--- src/rtl/rtc_bus_pkg.sv ---
// Shared types for the RTC bus sequencer: FSM states and the per-phase strobe decode.
package rtc_bus_pkg;

  typedef enum logic [2:0] {
    IDLE, ADDR_STB, ADDR_REL, DATA_STB, DATA_REL, NEXT, DONE
  } state_t;

  typedef struct packed {
    logic a_d;
    logic cs;
    logic rd;
    logic wr;
    logic oe;
  } strobe_t;

  localparam strobe_t STB_IDLE = '{a_d: 1'b1, cs: 1'b1, rd: 1'b1, wr: 1'b1, oe: 1'b0};

  // The address is latched by the RTC on a wr strobe, so ADDR_STB pulls wr low even for reads.
  function automatic strobe_t phase_strobes(state_t st, logic is_wr);
    strobe_t s;
    s = STB_IDLE;
    case (st)
      ADDR_STB: begin s.a_d = 1'b0; s.cs = 1'b0; s.wr = 1'b0; s.oe = 1'b1; end
      ADDR_REL: begin s.a_d = 1'b0; s.oe = 1'b1; end
      DATA_STB: begin
        s.cs = 1'b0;
        if (is_wr) begin s.wr = 1'b0; s.oe = 1'b1; end
        else s.rd = 1'b0;
      end
      default: ;
    endcase
    return s;
  endfunction

endpackage

--- src/rtl/rtc_phase_timer.sv ---
// Wrapping cycle counter: phase_end marks the last cycle of each LEN-cycle period.
module rtc_phase_timer #(
  parameter int LEN = 4
) (
  input  logic clk,
  input  logic reset,
  input  logic restart,
  input  logic en,
  output logic phase_end
);
  localparam int W = (LEN > 1) ? $clog2(LEN) : 1;

  logic [W-1:0] cnt;

  assign phase_end = en && (cnt == W'(LEN - 1));

  always_ff @(posedge clk) begin
    if (reset || restart) cnt <= '0;
    else if (en)          cnt <= phase_end ? '0 : cnt + 1'b1;
  end
endmodule

--- src/rtl/rtc_bus_sequencer.sv ---
// Multiplexed address/data RTC bus engine: read bursts (on demand or periodic) and masked
// write bursts, with read results published atomically on rd_valid.
module rtc_bus_sequencer
  import rtc_bus_pkg::*;
#(
  parameter int          NREG        = 9,
  parameter int          BUS_W       = 8,
  parameter int unsigned BASE_ADDR   = 'h21,
  parameter int          T_PHASE     = 4,
  parameter int          REFRESH_CYC = 50000
) (
  input  logic                    clk,
  input  logic                    reset,
  input  logic                    rd_req,
  input  logic                    wr_req,
  input  logic [NREG*BUS_W-1:0]   wr_data,
  input  logic [NREG-1:0]         wr_mask,
  input  logic [BUS_W-1:0]        dato_in,
  output logic [BUS_W-1:0]        dato_out,
  output logic                    dato_oe,
  output logic                    a_d,
  output logic                    cs,
  output logic                    rd,
  output logic                    wr,
  output logic                    busy,
  output logic [NREG*BUS_W-1:0]   rd_data,
  output logic                    rd_valid,
  output logic                    wr_done
);
  localparam int IW = (NREG > 1) ? $clog2(NREG) : 1;

  state_t                         state;
  strobe_t                        stb;
  logic [IW-1:0]                  idx, nidx;
  logic                           wr_mode, rd_pend, wr_pend;
  logic                           in_phase, ph_end, ref_end;
  logic [NREG-1:0][BUS_W-1:0]     wr_shadow, rd_shadow;
  logic [NREG-1:0]                mask_shadow;

  function automatic logic [BUS_W-1:0] addr_of(input logic [IW-1:0] i);
    return BUS_W'(BASE_ADDR + 32'(i));
  endfunction

  assign in_phase = state inside {ADDR_STB, ADDR_REL, DATA_STB, DATA_REL};
  assign nidx     = idx + 1'b1;
  assign {a_d, cs, rd, wr, dato_oe} = stb;

  rtc_phase_timer #(.LEN(T_PHASE)) u_phase (
    .clk(clk), .reset(reset), .restart(!in_phase), .en(in_phase), .phase_end(ph_end)
  );

  // Free-running refresh; a zero period disables it.
  rtc_phase_timer #(.LEN((REFRESH_CYC > 0) ? REFRESH_CYC : 1)) u_refresh (
    .clk(clk), .reset(reset), .restart(1'b0), .en(REFRESH_CYC != 0), .phase_end(ref_end)
  );

  always_ff @(posedge clk) begin
    if (reset) begin
      state       <= IDLE;
      stb         <= STB_IDLE;
      dato_out    <= '0;
      idx         <= '0;
      wr_mode     <= 1'b0;
      busy        <= 1'b0;
      rd_valid    <= 1'b0;
      wr_done     <= 1'b0;
      rd_data     <= '0;
      rd_pend     <= 1'b0;
      wr_pend     <= 1'b0;
      rd_shadow   <= '0;
      wr_shadow   <= '0;
      mask_shadow <= '0;
    end else begin
      rd_valid <= 1'b0;
      wr_done  <= 1'b0;
      if (wr_req) begin
        wr_shadow   <= wr_data;
        mask_shadow <= wr_mask;
      end

      case (state)
        IDLE: if (wr_pend || rd_pend) begin
          wr_mode <= wr_pend;
          idx     <= '0;
          busy    <= 1'b1;
          if (wr_pend && !mask_shadow[0]) begin
            state <= NEXT;
          end else begin
            state    <= ADDR_STB;
            stb      <= phase_strobes(ADDR_STB, wr_pend);
            dato_out <= addr_of('0);
          end
        end
        ADDR_STB: if (ph_end) begin
          state <= ADDR_REL;
          stb   <= phase_strobes(ADDR_REL, wr_mode);
        end
        ADDR_REL: if (ph_end) begin
          state    <= DATA_STB;
          stb      <= phase_strobes(DATA_STB, wr_mode);
          dato_out <= wr_mode ? wr_shadow[idx] : '0;
        end
        DATA_STB: if (ph_end) begin
          state    <= DATA_REL;
          stb      <= STB_IDLE;
          dato_out <= '0;
          if (!wr_mode) rd_shadow[idx] <= dato_in;
        end
        DATA_REL: if (ph_end) state <= NEXT;
        NEXT: begin
          if (idx == IW'(NREG - 1)) begin
            state <= DONE;
            if (wr_mode) wr_done <= 1'b1;
            else begin
              rd_valid <= 1'b1;
              rd_data  <= rd_shadow;
            end
          end else begin
            idx <= nidx;
            if (!wr_mode || mask_shadow[nidx]) begin
              state    <= ADDR_STB;
              stb      <= phase_strobes(ADDR_STB, wr_mode);
              dato_out <= addr_of(nidx);
            end
          end
        end
        DONE: begin
          state <= IDLE;
          busy  <= 1'b0;
        end
        default: state <= IDLE;
      endcase

      // A request landing on the cycle its flag is consumed stays pending for the next burst.
      if (wr_req)                                 wr_pend <= 1'b1;
      else if (state == IDLE && wr_pend)          wr_pend <= 1'b0;
      if (rd_req || ref_end)                      rd_pend <= 1'b1;
      else if (state == IDLE && !wr_pend && rd_pend) rd_pend <= 1'b0;
    end
  end
endmodule

--- config.mk ---
export PLATFORM = sky130hd
export DESIGN_NAME = rtc_bus_sequencer
export DESIGN_NICKNAME = d
export VERILOG_FILES = /design/src/rtl/rtc_bus_pkg.sv /design/src/rtl/rtc_phase_timer.sv /design/src/rtl/rtc_bus_sequencer.sv
export SDC_FILE = /design/constraint.sdc
export NUM_CORES = 1
export LEC_CHECK = 0
export CELL_PAD_IN_SITES_DETAIL_PLACEMENT = 0
export CELL_PAD_IN_SITES_GLOBAL_PLACEMENT = 1
export CORE_ASPECT_RATIO = 0.9
export CORE_UTILIZATION = 43
export DETAILED_ROUTE_END_ITERATION = 10
export GPL_TIMING_DRIVEN = 0
export PLACE_DENSITY_LB_ADDON = 0.15
export SLEW_MARGIN = 10
export SYNTH_ARGS = -nofsm -noshare
export SYNTH_HDL_FRONTEND = slang
export SYNTH_SLANG_ARGS = --single-unit
--- constraint.sdc ---
create_clock -name clk -period 4.6 [get_ports clk]
set_clock_uncertainty 0.15 [all_clocks]
set_input_delay 0.69 -clock clk [delete_from_list [all_inputs] [get_ports clk]]
set_output_delay 0.69 -clock clk [all_outputs]
set_load 0.01 [all_outputs]
## After elaboration in Yosys (flattened, before gate mapping)

Index checks and enable logic that the tools add are counted.

- ROM bits: 0
- Output and inout port bits: 88
- Bits in writable memories: 0
- Bits in latches: 0
- Register bits after elaboration: 269
- Bits of input ports: 93
- Memories kept: 0
- Word-level logic and storage cells: 141

- Multipliers: 0
- Shifts and indexed selects: 0
- Bitwise logic cells: 3
- Div/mod/pow operators: 0
- Reduce and logical (&&, ||, !) cells: 32
- Mux-type cells: 45
- Add/subtract/negate cells: 4
- Order comparisons: 3
- Equal/unequal tests: 18

Operators by type and width:

| cell | count |
|---|---|
| 72-bit bitwise mux | 1 |
| 8-bit two-way mux | 9 |
| 5-bit two-way mux | 7 |
| 8-bit binary-select mux with 4-bit select | 1 |
| 8-bit demux with 4-bit select | 1 |
| 8-bit case mux with 4 select lines | 1 |
| 5-bit case mux with 5 select lines | 1 |
| 3-bit two-way mux | 8 |
| 3-bit case mux with 6 select lines | 1 |
| 16-bit by 1-bit adder with 16-bit output, second input constant | 1 |
| 16-bit == test, second input constant | 1 |
| 4-bit by 5-bit < comparator with 1-bit output, second input constant | 2 |
| 3-bit == test, second input constant | 3 |
| 3-bit AND reduction | 3 |
| 1-bit two-way mux | 8 |
| 4-bit two-way mux | 2 |
| 2-bit by 1-bit != test with 1-bit output, second input constant | 4 |
| 2-bit != test, second input constant | 4 |
| 4-bit case mux with 2 select lines | 1 |
| 8-bit AND reduction | 1 |
| 2-bit nonzero test | 4 |
| 4-bit nonzero test | 2 |
| 6-bit by 4-bit adder with 7-bit output, first input constant | 1 |
| 7-bit AND reduction | 1 |
| other kinds (21) | 37 |

## Logic depth before layout (Yosys ltp)

- Depth in word-level cells: 7
- Mapped depth: 12
- Gate-level depth less buffers: 8

## By module

A second synthesis with hierarchy kept.

- Cells, all modules: 1,179
- Area total of the unflattened synthesis: 11,040.6 µm²

Modules (own cells, without submodules):

| module | cells each | times used | area each (µm²) |
|---|---|---|---|
| rtc_bus_sequencer | 1,084 | 1 | 10,094.7 |
| rtc_phase_timer at u_refresh | 86 | 1 | 844.6 |
| rtc_phase_timer at u_phase | 9 | 1 | 101.3 |

## Worst setup path after synthesis

OpenSTA, ideal clock, no wires.

- Path type: register to register
- From: register idx[1]
- To: register dato_out[3]
- Arrival time: 2.643 ns
- Setup time: 0.095 ns
- Path slack: 1.711 ns
- Stages on the path, launching flop included: 13
- Buffers on the path: 4
- Data required time: 4.355 ns
- Path through: dfxtp_1 > clkbuf_1 > inv_1 > clkbuf_1 > ha_1 > clkbuf_2 > nor2b_1 > a2111oi_2 > a311o_1 > o221a_1 > buf_2 > a21oi_1 > a221oi_1

- Longest elaborated chain between the ends: 6

RTL lines:

| element | RTL line | text |
|---|---|---|
| from (decl) | rtc_bus_sequencer.sv:34 | `logic [IW-1:0] idx, nidx;` |
| from (signal assigned) | rtc_bus_sequencer.sv:119 | `idx <= nidx;` |
| branches (longest 6 deep; another with 6-bit by 4-bit adder with 7-bit output) | n/a |  |
| to (signal assigned) | rtc_bus_sequencer.sv:91 | `dato_out <= addr_of('0);` |
| to (signal assigned) | rtc_bus_sequencer.sv:101 | `dato_out <= wr_mode ? wr_shadow[idx] : '0;` |
| to (signal assigned) | rtc_bus_sequencer.sv:123 | `dato_out <= addr_of(nidx);` |
| to (decl) | rtc_bus_sequencer.sv:19 | `output logic [BUS_W-1:0] dato_out,` |

Parallel ways; which one is timed is not known. The select of a mux whose other input is x is not followed.
A chain may end at the register's enable or synchronous reset.

## Final worst setup path

Ends and elaborated chain as after synthesis.

==> flow_metrics.py <==
metrics = {
    "status": {
        "status": "completed",
    },
    "cells_and_area": {
        "area_growth_pct": 28.11,
        "drive_gt1_share_pct": 6.094,
        "nets": 1528,
        "diodes": 0,
        "postLayoutCellArea_um2": 13770,
        "fin_util_pct": 56.44,
    },
    "placement": {
        "dpl.hpwl_um": 22070,
        "gp_congestion": 0.8503,
        "port_buffers": 170,
        "placed_area_um2": 12870,
    },
    "run": {
        "drv_cap": 0,
    },
    "synthesis": {
        "synthAdderAreaFrac_pct": 0.8151,
        "muxShareOfSynthArea_pct": 13.37,
        "synth_simple_gate_area_share_pct": 18.75,
        "syn_area_per_cell_um2": 8.743,
        "synth_compound_area_share_pct": 11.27,
        "ys_warn_count": 0,
        "synth_top_family_by_area": "simple AND/OR/NAND/NOR gates",
        "synth_ff_type": "dfxtp_1",
        "syn_inst": 1229,
        "synthArstFlopShare_pct": 0,
        "synthXorXnorAreaFrac_pct": 1.700,
        "yosys.area.top_type": "dfxtp_1",
        "ys_seq_area_share_pct": 50.12,
        "synth_edf_count": 0,
        "syn-cell-area_um2": 10750,
        "synth_area_leaders": "dfxtp_1, mux2i_1, nand2_1",
        "syn-num-nets": 1329,
        "yosysUniqueCellTypes": 51,
        "synth_top_area_share_pct": 50.12,
        "synth_seq_cells": 269,
    },
    "global_routing": {
        "grt_pass1_wl_um": 48740,
        "grt_pass1_vias": 8824,
        "grt_usage_pct": 24.08,
        "antenna_found_initial": 0,
        "grt-ovfl-total": 0,
        "grt_max_degree": 15,
    },
    "timing": {
        "fmax_mhz": 285.8,
        "setup_tns_ps": 0,
        "fin_hold_ws_ps": 287.7,
        "timing.final.max_slew_violations": 0,
        "period_share_pct": 76.07,
        "max_slew_margin_pct": 38.23,
        "tightest_slew_ps": 923.1,
        "rsz0062_at_grt": "no",
        "setup_viol": 0,
        "fin_crit_ps": 3499,
        "final_hold_viol_count": 0,
    },
    "power_and_ir_drop": {
        "p_leak_uw": 0.005196,
        "p_per_area_nw_per_um2": 407.1,
        "peakVddDrop_uv": 273.3,
        "finalPower_uw": 5605,
    },
    "critical_path": {
        "crit_buf_inv": 5,
        "worstSetupPathType": "reg -> reg",
        "cp_cell_sequence": "clkbuf_1 -> inv_1 -> clkbuf_1 -> ha_1 -> clkbuf_2 -> nor2b_1 -> a2111oi_2 -> a311o_1 -> o221a_1 -> buf_2 -> a21oi_1 -> a221oi_1",
        "critical_path.top_delay_family": "buffers and inverters",
        "crit_path_max_incr_delay_ps": 410,
        "critPathCaptureType": "flop",
        "cp.required_ps": 4900,
        "arrival_ps": 3800,
        "worstSetupStartpointType": "flop",
        "critPathMaxFanout": 11,
        "slowest_stage": "clkbuf_1",
        "worst_path_most_repeated_cell": "clkbuf_1",
        "startpoint": "idx[1]",
        "rr_startpoint": "idx[1]",
    },
    "floorplanning": {
        "dieArea_um2": 25630,
        "die_h_um": 152.0,
        "row_count": 54,
        "dieWidth_um": 168.6,
        "initial_core_util_pct": 44.05,
        "core_um2": 24390,
        "pin_count": 181,
    },
    "clock_network": {
        "clock_latency_ps": 540,
        "cts.reportedPaths.clkPinSlew_ps": 60,
        "htreeDepth": 1,
        "cts_made_buffers": 27,
        "cts_tree": "done",
        "cts_root_buf": "clkbuf_16",
        "cts.hold.buffers_added": 0,
        "clock-sinks": 269,
        "clockBufferDepth": 3,
        "ctsResizeCount": 0,
        "cts_setup_buffers": 0,
    },
    "hold_path": {
        "hp-start": "u_phase.cnt[0]",
        "hold_path.class": "reg -> reg",
    },
    "routing": {
        "firstDrtPassIters": 5,
        "wl_per_cell_um": 17.33,
        "wl_um": 30850,
        "drt.antenna.violating_nets": 0,
        "drt_drc_violations_left": 0,
        "via_per_inst": 5.211,
        "drt_iter0_drc": 591,
        "routed-via-count": 9275,
    },
}
path summary, 6_finish.rpt:
| path | to | slack [ps] | cells past startpoint |
|---|---|---|---|
| hold reg to reg | u_phase.cnt[0] | 290 | 1 |
| hold / removal | u_phase.cnt[0] | 290 | 1 |
| setup reg to reg | dato_out[3] | 1100 | 12 |
| setup / recovery | dato_out[3] | 1100 | 12 |
cells by family after synthesis:
logic type / count (synthesis)
AND/OR/NAND/NOR: 486
flip-flops: 269
AO/OA/AOI/OAI: 209
multiplexers: 131
buffers and inverters: 107
XOR/XNOR: 20
adder cells (fa/ha/maj): 7
layout by cell type (no fill, tap or decap), drive strengths merged, types with 10 or more instances in the layout:
cell           Yosys  layout
buf               22      22
o21ai             15      15
nor2             145     145
dfxtp            269     269
nand2            228     228
mux2i            112     112
mux2              10      10
nand3             73      73
a21oi            146     146
xor2              11      11
clkdlybuf4s50      0     170
nor3              12      12
inv               12      13
clkbuf            73     109
stage by stage:
stage / worst slack [ps] / instances
final: 1101 / 1780
after global routing: 782.9 / 1780
after CTS: 1127 / 1780
after detailed placement: 1148 / 1735
after global placement: 1155 / 1735
after floorplan: 1711 / 1229
cell type report:
type / count / area, um^2
tap: 336 / 420.4
sequential: 269 / 5385
buffer: 95 / 382.9
timing repair buffer: 170 / 1702
clock inverter: 9 / 148.9
inverter: 12 / 45.04
clock buffer: 36 / 749.5
multi-input combinational: 853 / 4932
fill: 2328 / 10630
metal layers:
metal / track usage (%) / share of wire, % / vias up
met5: 0 / 0 / -
met4: 6.147 / 2.1 / 0
met3: 3.490 / 6.7 / 43
met2: 36.04 / 43 / 301
met1: 36.06 / 48 / 4357
li1: - / - / 4574
report_power, final:
part | switching [uW] | leakage, uW | internal, uW | total [uW]
Combinational | 478 | 0.00257 | 354 | 833
Clock | 909 | 0.000444 | 1360 | 2270
Sequential | 68.0 | 0.00219 | 2440 | 2510
flip-flops by register name (all words and copies together) (netlist names), 2 cells and up:
signal	cells
u_refresh.cnt	16
rd_data	72
mask_shadow	9
idx	4
rd_shadow	72
u_phase.cnt	2
dato_out	8
wr_shadow	72
state	3
cells in the mapped netlist, types with 2 or more instances:
master    instances
mux2i_1         112
a311oi_1          2
buf_2            20
o21a_1            2
a31oi_1           2
or3_1             3
a21oi_1         146
nor4_1            2
mux4_2            9
a31o_2            4
nor2b_1           7
and2_1            2
buf_1             2
a22oi_1           4
o21ai_0          15
nand2_1         228
dfxtp_1         269
a221o_1           2
inv_1            12
xnor2_1           9
xor2_1           10
ha_1              7
a221oi_1          6
o31ai_1           6
and3_1            4
a211oi_1          3
nor2_1          145
and4_1            2
nand3_1          73
nor3_1           12
nand2b_1          4
o22ai_1           4
mux2_2           10
o211ai_1          3
clkbuf_1         72
No activity file was read; power rests on OpenSTA's default activity.
